===== config.mk =====
export PLATFORM = sky130hd
export DESIGN_NAME = wave_display
export DESIGN_NICKNAME = d
export VERILOG_FILES = /design/src/rtl/wave_pkg.sv /design/src/rtl/video_delay_line.sv /design/src/rtl/wave_display.sv
export SDC_FILE = /design/constraint.sdc
export NUM_CORES = 1
export LEC_CHECK = 0
export ABC_AREA = 0
export BUFFER_PORTS_ARGS = -buffer_cell sky130_fd_sc_hd__buf_2
export CAP_MARGIN = 30
export CORE_MARGIN = 2
export CORE_UTILIZATION = 40
export DETAILED_ROUTE_END_ITERATION = 16
export PLACE_DENSITY = 0.54
export SLEW_MARGIN = 20
export SYNTH_ARGS = -nofsm -noshare
export SYNTH_HDL_FRONTEND = slang
export SYNTH_HIERARCHICAL = 1
export SYNTH_SLANG_ARGS = --single-unit

===== constraint.sdc =====
create_clock -name pclk -period 3.8 [get_ports pclk]
set_clock_uncertainty 0.05 [all_clocks]
set_input_delay 0.57 -clock pclk [delete_from_list [all_inputs] [get_ports pclk]]
set_output_delay 0.57 -clock pclk [all_outputs]
set_load 0.1 [all_outputs]

===== src/rtl/wave_pkg.sv =====
// Shared geometry, sample format and stream types for the waveform overlay stage.
package wave_pkg;

    localparam int unsigned X_START   = 442;
    localparam int unsigned Y_TOP     = 32;
    localparam int unsigned Y_BOT     = 1055;
    localparam int unsigned PLOT_W    = 1024;
    localparam int unsigned SAMPLE_W  = 8;
    localparam int unsigned ROW_SHIFT = 2;
    localparam int unsigned LAT       = 3;
    localparam int unsigned CNT_W     = 12;

    localparam logic [23:0] TRACE_COLOR_DEF = 24'hFFFF00;

    typedef struct packed {
        logic        hs;
        logic        vs;
        logic        de;
        logic [23:0] data;
    } video_t;

    // Screen row of an ADC code: code 0 sits on the bottom plot row.
    function automatic logic [10:0] sample_row(input logic [SAMPLE_W-1:0] s);
        return 11'(Y_BOT) - (11'(s) << ROW_SHIFT);
    endfunction

endpackage


===== src/rtl/video_delay_line.sv =====
// N-stage register delay of a video beat (sync, enable and RGB) with synchronous reset.
module video_delay_line
    import wave_pkg::*;
#(
    parameter int unsigned N = 3
) (
    input  logic   clk_i,
    input  logic   rst_i,
    input  video_t in_i,
    output video_t out_o
);

    video_t pipe_q [N];

    always_ff @(posedge clk_i) begin
        if (rst_i) begin
            for (int i = 0; i < int'(N); i++) begin
                pipe_q[i] <= '0;
            end
        end else begin
            pipe_q[0] <= in_i;
            for (int i = 1; i < int'(N); i++) begin
                pipe_q[i] <= pipe_q[i-1];
            end
        end
    end

    assign out_o = pipe_q[N-1];

endmodule


===== src/rtl/wave_display.sv =====
// Draws the captured ADC waveform as a continuous trace over the grid video stream,
// reading samples from a double-banked RAM that is swapped at frame start.
module wave_display
    import wave_pkg::*;
#(
    parameter logic [23:0] TRACE_COLOR = TRACE_COLOR_DEF
) (
    input  logic                pclk,
    input  logic                rst,
    input  logic                i_hs,
    input  logic                i_vs,
    input  logic                i_de,
    input  logic [23:0]         i_data,
    input  logic                trace_en,
    input  logic                buf_ready,
    output logic                buf_ack,
    output logic [10:0]         ram_addr,
    input  logic [SAMPLE_W-1:0] ram_rdata,
    output logic                o_hs,
    output logic                o_vs,
    output logic                o_de,
    output logic [23:0]         o_data
);

    localparam logic [CNT_W-1:0] XLo = CNT_W'(X_START);
    localparam logic [CNT_W-1:0] XHi = CNT_W'(X_START + PLOT_W - 1);
    localparam logic [CNT_W-1:0] YLo = CNT_W'(Y_TOP);
    localparam logic [CNT_W-1:0] YHi = CNT_W'(Y_BOT);

    logic             vs_prev_q, de_prev_q;
    logic [CNT_W-1:0] x_q, y_q;
    logic             synced_q, trace_on_q, have_buf_q, rd_bank_q, buf_ack_q;
    logic [10:0]      ram_addr_q;
    logic             p1_plot_q, p1_first_q, p2_plot_q;
    logic [CNT_W-1:0] p1_y_q, p2_y_q;
    logic [10:0]      cur_row_q, prev_row_q;
    logic             draw_q, draw_d;

    logic        vs_rise, in_plot;
    logic [9:0]  x_off;
    logic [10:0] row_now, row_lo, row_hi;
    video_t      vid_in, vid_out;

    assign vs_rise = i_vs & ~vs_prev_q;
    assign in_plot = i_de && (x_q >= XLo) && (x_q <= XHi);
    assign x_off   = 10'(x_q - XLo);
    assign row_now = sample_row(ram_rdata);

    always_comb begin
        row_lo = (prev_row_q < cur_row_q) ? prev_row_q : cur_row_q;
        row_hi = (prev_row_q < cur_row_q) ? cur_row_q : prev_row_q;
        draw_d = p2_plot_q && synced_q && trace_on_q && have_buf_q
              && (p2_y_q >= YLo) && (p2_y_q <= YHi)
              && (p2_y_q >= {1'b0, row_lo}) && (p2_y_q <= {1'b0, row_hi});
    end

    always_ff @(posedge pclk) begin
        if (rst) begin
            vs_prev_q  <= 1'b0;
            de_prev_q  <= 1'b0;
            x_q        <= '0;
            y_q        <= '0;
            synced_q   <= 1'b0;
            trace_on_q <= 1'b0;
            have_buf_q <= 1'b0;
            rd_bank_q  <= 1'b0;
            buf_ack_q  <= 1'b0;
            ram_addr_q <= '0;
            p1_plot_q  <= 1'b0;
            p1_first_q <= 1'b0;
            p1_y_q     <= '0;
            p2_plot_q  <= 1'b0;
            p2_y_q     <= '0;
            cur_row_q  <= '0;
            prev_row_q <= '0;
            draw_q     <= 1'b0;
        end else begin
            vs_prev_q <= i_vs;
            de_prev_q <= i_de;
            x_q       <= i_de ? x_q + CNT_W'(1) : '0;
            if (vs_rise) begin
                y_q <= '0;
            end else if (de_prev_q && !i_de) begin
                y_q <= y_q + CNT_W'(1);
            end

            // Bank ownership only changes at frame start, never mid-frame.
            buf_ack_q <= vs_rise && buf_ready;
            if (vs_rise) begin
                synced_q   <= 1'b1;
                trace_on_q <= trace_en;
                if (buf_ready) begin
                    rd_bank_q  <= ~rd_bank_q;
                    have_buf_q <= 1'b1;
                end
            end

            if (in_plot) begin
                ram_addr_q <= {rd_bank_q, x_off};
            end
            p1_plot_q  <= in_plot;
            p1_first_q <= (x_q == XLo);
            p1_y_q     <= y_q;

            // ram_rdata now belongs to the pixel held in stage 1.
            p2_plot_q <= p1_plot_q;
            p2_y_q    <= p1_y_q;
            if (p1_plot_q) begin
                cur_row_q  <= row_now;
                prev_row_q <= p1_first_q ? row_now : cur_row_q;
            end

            draw_q <= draw_d;
        end
    end

    assign vid_in = '{hs: i_hs, vs: i_vs, de: i_de, data: i_data};

    video_delay_line #(
        .N(LAT)
    ) u_delay (
        .clk_i(pclk),
        .rst_i(rst),
        .in_i (vid_in),
        .out_o(vid_out)
    );

    assign buf_ack  = buf_ack_q;
    assign ram_addr = ram_addr_q;
    assign o_hs     = vid_out.hs;
    assign o_vs     = vid_out.vs;
    assign o_de     = vid_out.de;
    assign o_data   = draw_q ? TRACE_COLOR : vid_out.data;

endmodule


==> summary.md <==
| Metric | Value |
|---|---|
| Leading area contributor after synthesis | dfxtp_1 |
| Synth top area share | 45.3% |
| NumNets Final | 912 |
| GR peak layer | met2 |
| Htree depth | 4 |
| Filler cells | 1,793 |
| Crit path from | cur_row_q[4] |
| Seq cells post-synth | 171 |
| Reg power frac | 47.4% |
| GRT met2 Usage | 25.4% |
| VDD IR max | 301 uV |
| Sw frac | 22.3% |
| Main synth FF type | dfxtp_1 |
| Initial Util | 40.5% |
| Area grow syn2layout | 12.7% |
| Post-CTS sizing | 0 |
| Worst min-delay path class | in2reg |
| Status | finished clean |
| CP Max Fanout | 14 |
| Slew margin rel. | 38.7% |
| Slowest cell on crit path | dfxtp_1 |
| Post-Route WL | 14,800 um |
| First-pass GRT wire length | 24,700 um |
| PwrDens | 456 nW/um2 |
| Final Hold Viols | 0 |
| Yosys warning count | 6 |
| Post-DP HPWL | 10,200 um |
| Crit path arrival time | 3.76 ns |
| Clk sinks | 171 |
| Largest net degree at the start of global routing | 94 |
| Power share of the combinational group | 4.4% |
| Total gr overflow | 0 |
| Worst Setup EP | draw_q |
| Share of cells above drive strength 1 | 17.0% |
| CP Data Required Time | 4.05 ns |
| RR Endpoint | draw_q |
| Ports | 78 |
| Vias in the first global route | 5,196 |
| Synth area leaders | dfxtp_1 45%, nor2b_1 9.9%, ha_1 6.8%, nor2_1 3.3%, a21oi_1 2.8% |
| Final Max Tran Viols | 0 |
| Max Root-Sink Buffers | 2 |
| Global placement routability congestion | 0.825 |
| Seq/Total Area, Yosys | 45.3% |
| Crit share post-route | 92.3% |
| RR Startpoint | cur_row_q[4] |
| RSZ-0062 raised after global routing | no |
| Min cycle time layout | 3.51 ns |
| Pre-Repair DR Iteration Count | 5 |
| Die height | 141 um |
| Achievable Freq | 0.285 GHz |
| Via/cell ratio | 4.98 |
| Dpl cells | 1,047 |
| Ys async rst share | 0% |
| Postcts setup bufs | 0 |
| Clock power share | 48.1% |
| Synthesized area | 7550 um2 |
| All-Layer GR Usage | 15.2% |
| Antenna Violating Nets Remaining | 0 |
| Clock-pin slew on the worst setup and hold paths | 0.07 ns |
| Setup TNS | 0 ns |
| Max stage delay on crit path | 0.42 ns |
| Initial antenna violation count | 1 |
| Worst-Skew Late Latency | 0.42 ns |
| Worst-path cell chain | inv_1 -> ha_1 -> a21oi_1 -> o21ai_0 -> nor2_1 -> buf_4 -> a21oi_1 -> a311oi_1 -> ha_1 -> a21o_1 -> a211oi_1 -> a31oi_1 -> a2111oi_0 |
| CTS Buf Count | 17 |
| Die area | 20,000 um2 |
| Critical path type | reg2reg |
| LEAKAGE | 3.52 nW |
| Met1 GRT Util | 19.5% |
| Met3 Resource Use GR | 3.41% |
| Number of DRC markers in iteration 0 | 399 |
| R2R depth | 13 |
| Die outline width | 141 um |
| Int Pwr | 3.02 mW |
| CP startpoint kind | flop |
| # DRC | 0 |
| Syn Area/Cell | 9.44 um2 |
| Post-synth EDFFs | 0 |
| Number of max-cap violations | 0 |
| I/O Buffers | 77 |
| CTS root buffer | clkbuf_16 |
| Tightest hold margin | 0.294 ns |
| Reg2Reg Setup Slack | 0.29 ns |
| Switching power | 0.865 mW |
| Synthesized Nets | 880 |
| Core area | 18,600 um2 |
| # hold bufs at CTS | 0 |
| CTS tree | yes |
| Final non-filler cell total | 1,080 |
| Mapped Cells | 800 |
| Via Count | 5,373 |
| Worst Max-Slew Pin Slew | 0.919 ns |
| Crit. End Element | flop |
| # setup viols final | 0 |
| Cell variety after synth | 53 |
| Core Rows | 50 |
| WL/cell | 13.7 um |
-- cells in the mapped netlist (4+ instances only) --
master / instances
buf_4: 27
a311oi_1: 9
buf_6: 11
a21oi_1: 43
a211oi_1: 16
o311a_1: 9
and3_1: 16
nand2b_1: 4
xnor2_1: 13
nand4_1: 20
nor2_1: 66
inv_1: 19
xor2_1: 18
dfxtp_1: 171
clkbuf_1: 26
ha_1: 41
nand2_1: 39
nor3_1: 7
or3_1: 4
mux2i_1: 16
nor2b_1: 119
or2_2: 18
nand3_1: 13
o21ai_0: 13
a31oi_1: 4
buf_2: 7
o31ai_1: 10
-- power by group through the flow --
stage	Sequential, mW	Clock [mW]	Combinational, mW
after floorplan	1.88	0	0.145
after global placement	1.88	0	0.171
after detailed placement	1.88	0	0.173
after CTS	1.84	1.91	0.174
after global routing	1.85	2.00	0.186
final	1.84	1.87	0.172
-- registers in the layout, summed over array words and instances, names as in the netlist, 10 cells and up --
register / cells
u_delay/pipe_q: 81
p1_y_q: 12
p2_y_q: 12
x_q: 12
y_q: 12
ram_addr: 11
cur_row_q: 10
prev_row_q: 10
-- logic make-up (layout without fill, tap and decap cells) --
family,Yosys count,count (layout),synth area share (%)
other,0,1,0
AO/OA/AOI/OAI,127,127,11.7
AND/OR/NAND/NOR,321,321,23.3
flip-flops,171,171,45.3
buffers and inverters,93,138,7.17
multiplexers,16,16,2.12
adder cells (fa/ha/maj),41,41,6.79
XOR/XNOR,31,31,3.60
-- worst max-delay path: cells and delay by family, from the launching register on --
family	cells	cell delay (ns)
AO/OA/AOI/OAI	8	1.47
adder cells (fa/ha/maj)	2	0.64
flip-flops	1	0.42
buffers and inverters	2	0.41
AND/OR/NAND/NOR	1	0.38
-- cell type report --
class                      instances  area, um2  area share, %
tap                              234        293           3.44
timing repair buffer              87        488           5.73
clock inverter                    14        209           2.45
multi-input combinational        536       3590           42.1
antenna                            1       2.50         0.0294
sequential                       171       3420           40.2
clock buffer                      18        439           5.16
inverter                          19       71.3          0.838
-- metal layers --
| metal | up-vias | wire (um) | share of wire [%] |
|---|---|---|---|
| met2 | 92 | 7060 | 48 |
| met1 | 2503 | 6940 | 47 |
| met5 | - | 0 | 0 |
| met3 | 10 | 551 | 3.7 |
| met4 | 0 | 221 | 1.5 |
| li1 | 2768 | - | - |
-- cell usage in the layout (no fill, tap or decap), types with 4 or more instances in the layout --
| cell type | instances |
|---|---|
| o311a_1 | 9 |
| o21ai_0 | 13 |
| or2_2 | 18 |
| nor3_1 | 7 |
| a31oi_1 | 4 |
| buf_2 | 76 |
| nand3_1 | 13 |
| nand2_1 | 39 |
| or3_1 | 4 |
| inv_1 | 19 |
| xor2_1 | 18 |
| and3_1 | 16 |
| bufinv_16 | 4 |
| buf_4 | 9 |
| nand4_1 | 20 |
| mux2i_1 | 16 |
| clkbuf_16 | 17 |
| ha_1 | 41 |
| nand2b_1 | 4 |
| nor2b_1 | 119 |
| o31ai_1 | 10 |
| a211oi_1 | 16 |
| xnor2_1 | 13 |
| dfxtp_1 | 171 |
| a311oi_1 | 9 |
| a21oi_1 | 43 |
| nor2_1 | 66 |
-- worst min-delay path by stage --
stage	startpoint	endpoint	cells past startpoint
finish	ram_rdata[0]	cur_row_q[2]	2
detailed placement	u_delay/pipe_q[0][24]	u_delay/pipe_q[0][51]	1
global route	ram_rdata[0]	cur_row_q[2]	2
floorplan	p1_y_q[0]	p2_y_q[0]	1
global placement	u_delay/pipe_q[0][39]	u_delay/pipe_q[0][66]	1
CTS	ram_rdata[0]	cur_row_q[2]	2
-- metrics by stage --
| step | cell area, um2 | power, mW | utilization (%) | worst slack, ns |
|---|---|---|---|---|
| 2_1_floorplan | 7550 | 2.03 | - | 0.643 |
| 3_3_place_gp | 7860 | 2.05 | 42.2 | 0.391 |
| 3_5_place_dp | 7860 | 2.06 | 42.2 | 0.335 |
| 4_1_cts | 8510 | 3.93 | 45.7 | 0.251 |
| 5_1_grt | 8510 | 4.03 | 45.7 | 0.0260 |
| 6_report | 8510 | 3.88 | 45.7 | 0.291 |
Note: power is estimated with default switching activity, not from simulation.
